--- src/rtl/mac_acc_negator_pipe_pkg.sv ---
// Shared constants and helpers for the MAC accumulator negation pipeline.
package mac_acc_negator_pipe_pkg;

  localparam int unsigned MAC_CFG_SIGNED_BIT = 3;
  localparam int unsigned MAC_CFG_MODE_MSB   = 1;
  localparam int unsigned MAC_CFG_MODE_LSB   = 0;

  localparam logic [1:0] MAC_MODE_SINGLE = 2'b00;
  localparam logic [1:0] MAC_MODE_DUAL   = 2'b01;
  localparam logic [1:0] MAC_MODE_QUAD   = 2'b10;
  localparam logic [1:0] MAC_MODE_OCT    = 2'b11;

  // Lanes per group, clamped to the lanes actually present.
  function automatic int unsigned group_size(logic [1:0] mode, int unsigned num_lanes);
    int unsigned g;
    case (mode)
      MAC_MODE_SINGLE: g = 1;
      MAC_MODE_DUAL:   g = 2;
      MAC_MODE_QUAD:   g = 4;
      default:         g = 8;
    endcase
    return (g > num_lanes) ? num_lanes : g;
  endfunction

endpackage

--- src/rtl/mac_neg_lane.sv ---
// One accumulator lane of the negator: inverted value plus carry-in, and a zero detect.
module mac_neg_lane #(
  parameter int unsigned LANE_WIDTH = 32
) (
  input  logic [LANE_WIDTH-1:0] x_i,
  input  logic                  cin_i,
  output logic [LANE_WIDTH-1:0] y_o,
  output logic                  zero_o
);

  assign y_o    = ~x_i + LANE_WIDTH'(cin_i);
  assign zero_o = (x_i == '0);

endmodule

--- src/rtl/mac_acc_negator_pipe.sv ---
// Two-stage conditional two's-complement negator over fusable accumulator lanes,
// with valid/ready flow control and per-group most-negative overflow detection.
module mac_acc_negator_pipe
  import mac_acc_negator_pipe_pkg::*;
#(
  parameter int unsigned NUM_LANES      = 4,
  parameter int unsigned LANE_WIDTH     = 32,
  parameter int unsigned MAC_CONF_WIDTH = 4
) (
  input  logic                            clk,
  input  logic                            rst,
  input  logic                            en,
  input  logic                            in_valid,
  output logic                            in_ready,
  input  logic [MAC_CONF_WIDTH-1:0]       cfg,
  input  logic [NUM_LANES*LANE_WIDTH-1:0] in_data,
  input  logic [NUM_LANES-1:0]            in_neg,
  output logic                            out_valid,
  input  logic                            out_ready,
  output logic [NUM_LANES*LANE_WIDTH-1:0] out_data,
  output logic [NUM_LANES-1:0]            out_ovf,
  output logic [MAC_CONF_WIDTH-1:0]       out_cfg
);

  localparam int unsigned DataW = NUM_LANES * LANE_WIDTH;

  logic                      s1_valid_q;
  logic [DataW-1:0]          s1_data_q;
  logic [MAC_CONF_WIDTH-1:0] s1_cfg_q;
  logic [NUM_LANES-1:0]      s1_negsel_q, s1_zero_q, s1_msb_only_q;

  logic s2_adv, s1_adv, accept;

  assign s2_adv   = ~out_valid | out_ready;
  assign s1_adv   = ~s1_valid_q | s2_adv;
  assign in_ready = en & rst & s1_adv;
  assign accept   = in_valid & in_ready;

  // Stage 1: per-lane -x and zero detect feed the group flags.
  logic [LANE_WIDTH-1:0] in_negx [NUM_LANES];
  logic [NUM_LANES-1:0]  in_zero, in_negsel, in_msb_only;
  int unsigned           in_gsize;

  for (genvar i = 0; i < NUM_LANES; i++) begin : g_lane
    mac_neg_lane #(
      .LANE_WIDTH(LANE_WIDTH)
    ) u_lane (
      .x_i   (in_data[i*LANE_WIDTH +: LANE_WIDTH]),
      .cin_i (1'b1),
      .y_o   (in_negx[i]),
      .zero_o(in_zero[i])
    );
  end

  always_comb begin
    in_gsize    = group_size(cfg[MAC_CFG_MODE_MSB:MAC_CFG_MODE_LSB], NUM_LANES);
    in_negsel   = '0;
    in_msb_only = '0;
    for (int unsigned i = 0; i < NUM_LANES; i++) begin
      // Broadcast the top lane's sign flag to every lane of its group.
      for (int unsigned j = 0; j < NUM_LANES; j++) begin
        if (((j & ~(in_gsize - 1)) == (i & ~(in_gsize - 1))) &&
            ((j & (in_gsize - 1)) == in_gsize - 1)) begin
          in_negsel[i] = cfg[MAC_CFG_SIGNED_BIT] & in_neg[j];
        end
      end
      // Only 0 and 100..0 equal their own negation; zero is excluded.
      in_msb_only[i] = ((i & (in_gsize - 1)) == in_gsize - 1) && !in_zero[i] &&
                       (in_negx[i] == in_data[i*LANE_WIDTH +: LANE_WIDTH]);
    end
  end

  // Stage 2: carry prefix restarts at each group's bottom lane.
  int unsigned          s1_gsize;
  logic                 carry;
  logic [NUM_LANES-1:0] cin;
  logic [DataW-1:0]     s2_data;
  logic [NUM_LANES-1:0] s2_ovf;

  always_comb begin
    s1_gsize = group_size(s1_cfg_q[MAC_CFG_MODE_MSB:MAC_CFG_MODE_LSB], NUM_LANES);
    carry    = 1'b1;
    cin      = '0;
    s2_data  = s1_data_q;
    s2_ovf   = '0;
    for (int unsigned i = 0; i < NUM_LANES; i++) begin
      if ((i & (s1_gsize - 1)) == 0) carry = 1'b1;
      cin[i] = carry;
      carry  = carry & s1_zero_q[i];
      if (s1_negsel_q[i]) begin
        s2_data[i*LANE_WIDTH +: LANE_WIDTH] =
          ~s1_data_q[i*LANE_WIDTH +: LANE_WIDTH] + LANE_WIDTH'(cin[i]);
      end
      s2_ovf[i] = s1_negsel_q[i] & s1_msb_only_q[i] & cin[i];
    end
  end

  always_ff @(posedge clk or negedge rst) begin
    if (!rst) begin
      s1_valid_q    <= 1'b0;
      s1_data_q     <= '0;
      s1_cfg_q      <= '0;
      s1_negsel_q   <= '0;
      s1_zero_q     <= '0;
      s1_msb_only_q <= '0;
      out_valid     <= 1'b0;
      out_data      <= '0;
      out_ovf       <= '0;
      out_cfg       <= '0;
    end else if (en) begin
      if (s1_adv) s1_valid_q <= in_valid;
      if (accept) begin
        s1_data_q     <= in_data;
        s1_cfg_q      <= cfg;
        s1_negsel_q   <= in_negsel;
        s1_zero_q     <= in_zero;
        s1_msb_only_q <= in_msb_only;
      end
      if (s2_adv) out_valid <= s1_valid_q;
      if (s2_adv && s1_valid_q) begin
        out_data <= s2_data;
        out_ovf  <= s2_ovf;
        out_cfg  <= s1_cfg_q;
      end
    end
  end

endmodule

--- config.mk ---
export PLATFORM = sky130hd
export DESIGN_NAME = mac_acc_negator_pipe
export DESIGN_NICKNAME = d
export VERILOG_FILES = /design/src/rtl/mac_acc_negator_pipe_pkg.sv /design/src/rtl/mac_neg_lane.sv /design/src/rtl/mac_acc_negator_pipe.sv
export SDC_FILE = /design/constraint.sdc
export NUM_CORES = 1
export LEC_CHECK = 0
export ABC_AREA = 1
export CORE_MARGIN = 1.5
export CORE_UTILIZATION = 45
export CTS_CLUSTER_DIAMETER = 200
export DETAILED_ROUTE_END_ITERATION = 12
export GPL_TIMING_DRIVEN = 1
export PLACE_DENSITY_LB_ADDON = 0.12
export SYNTH_ARGS = -nofsm -noshare
export SYNTH_HDL_FRONTEND = slang
export SYNTH_SLANG_ARGS = --single-unit
--- constraint.sdc ---
create_clock -name clk -period 1.7 [get_ports clk]
set_input_delay 0.34 -clock clk [delete_from_list [all_inputs] [get_ports clk]]
set_output_delay 0.34 -clock clk [all_outputs]
set_load 0.01 [all_outputs]
==> flow_summary.ini, run 1 <==
[route]
dr.pass1.iters = 5
initialDrtViolationCount = 863
wl_per_cell_um = 16.4
routed_via_density = 5.10
wl_met3_um = 3060
wl_met2_um = 23000
route.detailed.drc = 0
wl_met1_um = 21600
vias = 15300
highest_layer = met5
ant_nets = 0
wl_um = 49100

[sta]
rsz0062_at_grt = yes
hold_viol = 4
fin_tns_setup_ns = -10.22
period_share = 1.16
worst_slew_pin_slew_ns = 0.942
max_freq_mhz = 508
skew_ns = 0.0136
hold_slack_ns = -0.0425
drv_slew = 0
period_needed_ns = 1.97
setup_viol = 75
slew_headroom = 0.372
setup_ws_ns = -0.268

[logic_synthesis]
synth.distinct_cells = 48
synth_area_mm2 = 0.0155
syn_avg_cell_area_um2 = 7.39
synthesis.nets = 2258
synth_warnings = 0
yosys_register_bits = 281
yosysSeqAreaShare = 0.453
netlist_instances = 2100

[clock_tree]
worstSkewPairLatency_ns = 0.52
clock-root-buffer = clkbuf_16
htreeDepth = 2
cts.sinks = 281
clockBufferDepth = 3
clkTransAtPathRegs_ns = 0.06
numCtsBuffers = 35
cts_tree = done

[global_routing]
grt_usage = 0.273
antenna_found_initial = 4
grt_pass1_wl_um = 78000
first_global_vias = 15100
gr-total-overflow = 0
grt_max_degree = 164

[die]
chipWidth_um = 189
die_h_um = 189
io_pins = 279
design.die.area_mm2 = 0.0356
initial_utilization = 0.460
coreArea_mm2 = 0.0338
num_rows = 67

[power]
p_leak_uw = 0.0107
p_per_area_mw_per_mm2 = 1280
vdd_drop_max_uv = 811

[critical_path]
critical_path_class = register to register
required_ns = 2.11
critPathLaunchType = register
cp_data_arrival_time_ns = 2.38
cp_max_fo = 6
crit_path_end_kind = register

[final_layout]
syn_to_final_growth_pct = 41.2
drive_above_1_share = 0.187
fin_cells = 3005
final_common_cell = nand2_1
nNetsFinal = 2691
fill_cells = 3060
final_cell_mix = nand2_1, dfrtp_1, inv_1, nor2_1, buf_4

[place]
dpl.hpwl_um = 35700
numPortBuffers = 278
routabilityCongestion = 0.927
place_inst = 2923

[min_path]
hp-class = input port to async pin

[outcome]
violations = negative hold slack, negative setup slack
status = finished, violations left

[job]
cap_violations = 0
## kinds of logic (layout without fill, tap and decap cells)
kind of cell               after synthesis  in the layout  share of synthesized area
and+or+nand+nor                       1186           1186                      0.326
buffers and inverters                  288            743                     0.0836
AOI/OAI and AO/OA                      269            269                     0.0907
DFF                                    281            281                      0.453
adders and majority gates               17             17                     0.0137
other                                    2              4                   0.000484
xor gates and xnor gates                57             57                     0.0322
## state kept, by name, indices dropped and copies added (netlist names)
register / flops
s1_cfg_q: 4
s1_zero_q: 3
s1_data_q: 128
out_cfg: 4
out_valid: 1
s1_valid_q: 1
s1_msb_only_q: 4
s1_negsel_q: 4
out_data: 128
out_ovf: 4
## critical path, cell delays in order (launching register included)
cell	delay, ns
dfrtp_1	0.40
nor2_2	0.13
buf_4	0.12
o21ai_2	0.04
inv_2	0.09
ha_4	0.16
buf_6	0.10
nand2_4	0.06
nor2_4	0.20
buf_4	0.14
nand3_2	0.05
nand2_1	0.07
nand2_1	0.05
nand2_1	0.07
o21ai_2	0.06
nand2_1	0.06
nand2_1	0.04
## per-stage QoR
step	area [µm²]	utilization	hold WS, ns	setup slack [ns]	total power (µW)
after CTS	21300	0.630	0.0558	-0.204	27900
after detailed placement	19900	0.588	0.465	-0.526	20800
after floorplan	15600	-	0.0444	0.000163	15400
after global routing	21900	0.649	0.0731	-0.411	30000
after global placement	19900	0.588	0.457	-0.455	20700
final	21900	0.649	-0.0425	-0.268	28200
## metal layers
layer	global-route usage	vias up
li1	-	7537
met1	0.366	7225
met2	0.445	463
met3	0.0516	103
met4	0.0879	2
met5	0	-
## synth_stat cells (all sizes together)
library cell / count / share of area
o22ai: 1 / 0.00040
inv: 210 / 0.051
dfrtp: 281 / 0.45
nand2: 718 / 0.18
nor4: 7 / 0.0028
nor2: 224 / 0.062
buf: 60 / 0.027
and3: 1 / 0.00040
or2: 4 / 0.0016
nor3: 21 / 0.0071
nand4: 36 / 0.015
nor2b: 1 / 0.00040
a22oi: 1 / 0.00048
o21ai: 250 / 0.083
conb: 2 / 0.00048
clkinv: 1 / 0.00024
ha: 17 / 0.014
a21oi: 13 / 0.0052
clkbuf: 17 / 0.0055
xor2: 54 / 0.030
o21a: 1 / 0.00048
o211ai: 2 / 0.00097
a21boi: 1 / 0.00048
xnor2: 3 / 0.0017
nand3b: 3 / 0.0015
nand3: 171 / 0.057
## power breakdown
part	internal [µW]	switching (µW)	leakage (µW)	total, µW
Clock	4620	2930	0.000572	7550
Sequential	8760	1490	0.00347	10200
Combinational	4450	5910	0.00670	10400
Total	17800	10300	0.0107	28200
## layout make-up
class,count,area (µm²),area share
multi-input cells,1531,8090,0.369
flip-flops and latches,281,7030,0.321
repair buffers,473,4290,0.196
clock buffers,47,1010,0.0462
inverters,211,795,0.0362
well taps,448,561,0.0256
clock inverters,12,138,0.00628
diodes,2,5.00,0.000228
## worst paths after layout
kind | end | slack, ns | cells past startpoint | from
min in group clk | s1_data_q[107] | 0.40 | 3 | in_data[107]
worst max-delay path | out_data[119] | -0.27 | 16 | s1_cfg_q[1]
worst min-delay path | out_valid | -0.04 | 2 | rst
worst min register to register | out_data[121] | 0.46 | 2 | out_data[121]
max in group asynchronous | s1_data_q[67] | 0.53 | 3 | rst
worst max register to register | out_data[119] | -0.27 | 16 | s1_cfg_q[1]
## what timing repair did
| action | CTS | global route |
|---|---|---|
| setup buffers | 8 | 12 |
| setup endpoints to repair | 223 | 105 |
| hold endpoints to repair | 106 | 0 |
| pin swaps | 61 | 67 |
| resized for setup | 237 | 145 |
| hold buffers | 1 | 0 |
No activity file was read; power rests on OpenSTA's default activity.
==> run 2: changes to the inputs <==
GPL_ROUTABILITY_DRIVEN = 1   (was not set)
TNS_END_PERCENT = 50   (was not set)
==> run 2 against run 1 <==
Compared with the run above:
- the flow still finishes with violations (negative hold slack, negative setup slack)
- total power down 0.27%
- wire length shrank 0.57%
- utilization down 0.29 points
- final cell count barely moved
- combinational power about the same
- cell area fell by 0.45%
- via count is 0.37% lower
- clock-buffer cell count stayed put
- non-clock buffer count decreased by 1
==> flow_summary.ini, run 2 (synthesis gave the netlist of run 1 again) <==
[critical_path]
cp_cell_sequence = nor2_2, buf_4, o21ai_2, inv_2, ha_4, buf_6, nand2_4, nor2_4, buf_4, nand3_2, nand2_1, nand2_1, nand2_1, o21ai_2, nand2_1, nand2_1
crit_slowest_cell = dfrtp_1
critical_path_class = register to register
reg2regPathDepth = 16
cp_data_arrival_time_ns = 2.38
r2r-end = out_data[119]
cp_max_fo = 6
critical_path.max_stage_delay_ns = 0.40
cpMostUsedCell = nand2_1
rr_startpoint = s1_cfg_q[1]
r2r_slack_ns = -0.27
crit_path_end = out_data[119]
startpoint = s1_cfg_q[1]
critPathLaunchType = register
required_ns = 2.11
crit_path_end_kind = register

[power]
totalPowerFinal_uw = 28100
vdd_drop_max_uv = 818
p_per_area_mw_per_mm2 = 1290
p_leak_uw = 0.0107

[clock_tree]
clockBufferDepth = 3
cts_tree = done
htreeDepth = 2
cts.sinks = 281
clock-root-buffer = clkbuf_16
clkTransAtPathRegs_ns = 0.06
worstSkewPairLatency_ns = 0.53
numCtsBuffers = 35

[sta]
drv_slew = 0
rsz0062_at_grt = yes
max_freq_mhz = 509
skew_ns = 0.0141
hold_slack_ns = -0.0242
slew_headroom = 0.379
hold_viol = 1
worst_slew_pin_slew_ns = 0.932
setup_ws_ns = -0.265
period_share = 1.16
setup_viol = 76
period_needed_ns = 1.97

[final_layout]
register_area_mm2 = 0.00703
fill_cells = 3061
syn_to_final_growth_pct = 40.5
drive_above_1_share = 0.182
top_regs = out_data (128), s1_data_q (128)
nNetsFinal = 2690
final_common_cell = nand2_1
final_cell_mix = nand2_1, dfrtp_1, inv_1, nor2_1, buf_4
post-route-util = 0.646
multi_input_area_mm2 = 0.00801

[place]
dpl.hpwl_um = 35700
numPortBuffers = 278
routabilityCongestion = 0.927

[route]
vias = 15300
wl_per_cell_um = 16.3
initialDrtViolationCount = 902
routed_via_density = 5.08
route.detailed.drc = 0
dr.pass1.iters = 5
ant_nets = 0
wl_um = 48900

[die]
io_pins = 279
initial_utilization = 0.460
design.die.area_mm2 = 0.0356
die_h_um = 189
chipWidth_um = 189
coreArea_mm2 = 0.0338
num_rows = 67

[global_routing]
antenna_found_initial = 4
grt_pass1_wl_um = 78100
first_global_vias = 15100
gr-total-overflow = 0
grt_usage = 0.273
grt_max_degree = 164

[outcome]
status = finished, violations left
violations = negative hold slack, negative setup slack

[min_path]
hp-class = input port to async pin

[job]
cap_violations = 0
-- run 2: cell count changes in the layout (fill, tap and decap cells not counted), moves of 3 or more --
cell	change
nor2_2	+3
buf_6	-4
buf_4	+3
nand2_2	-3
nand3_2	-5
nand3_1	+6
nand2_1	+5
-- run 2: cell type report --
cell class | count | area share
Clock buffer | 47 | 0.0464
Sequential cell | 281 | 0.322
Clock inverter | 12 | 0.00631
Antenna cell | 2 | 0.000229
Timing Repair Buffer | 472 | 0.195
Inverter | 211 | 0.0364
Multi-Input combinational cell | 1531 | 0.367
Tap cell | 448 | 0.0257
-- run 2: worst min path at each step --
stage / start / endpoint / slack, ns
2_1_floorplan: rst / out_cfg[0] / 0.04
3_3_place_gp: s1_cfg_q[2] / out_cfg[2] / 0.46
3_5_place_dp: out_data[17] / out_data[17] / 0.46
4_1_cts: rst / out_cfg[1] / 0.06
5_1_grt: rst / out_valid / 0.07
6_report: rst / out_valid / -0.02
-- run 2: where the power goes --
group | switching (µW) | internal [µW] | leakage (µW)
Sequential | 1500 | 8760 | 0.00347
Clock | 2930 | 4620 | 0.000572
Combinational | 5870 | 4420 | 0.00665
-- run 2: stage by stage --
step           TNS [ns]  cells  cell area, µm²  setup WS (ns)
2_1_floorplan         0   2100           15600       0.000163
3_3_place_gp     -32.50   2923           19900         -0.455
3_5_place_dp     -40.98   2923           19900         -0.526
4_1_cts           -6.75   2991           21300         -0.204
5_1_grt          -19.51   3002           21800         -0.411
6_report         -10.04   3004           21800         -0.265
-- run 2: layer usage --
metal	global-route usage	part of all wire
met2	0.445	0.47
met5	0	0.00027
met4	0.0879	0.029
met3	0.0516	0.062
met1	0.366	0.44
-- run 2: repair_timing --
item	in CTS	in global routing
cloned	0	0
pin swaps	61	56
hold endpoints to repair	106	0
resized for setup	237	120
setup endpoints to repair	223	105
hold buffers	1	0
setup buffers	8	11
-- run 2: worst max-delay path: cells and delay by family (launching register included) --
kind            cells  cell delay [ns]
fa+ha+maj           1             0.16
flops               1             0.40
compound gates      2             0.10
buf+inv             4             0.45
simple gates        9             0.73
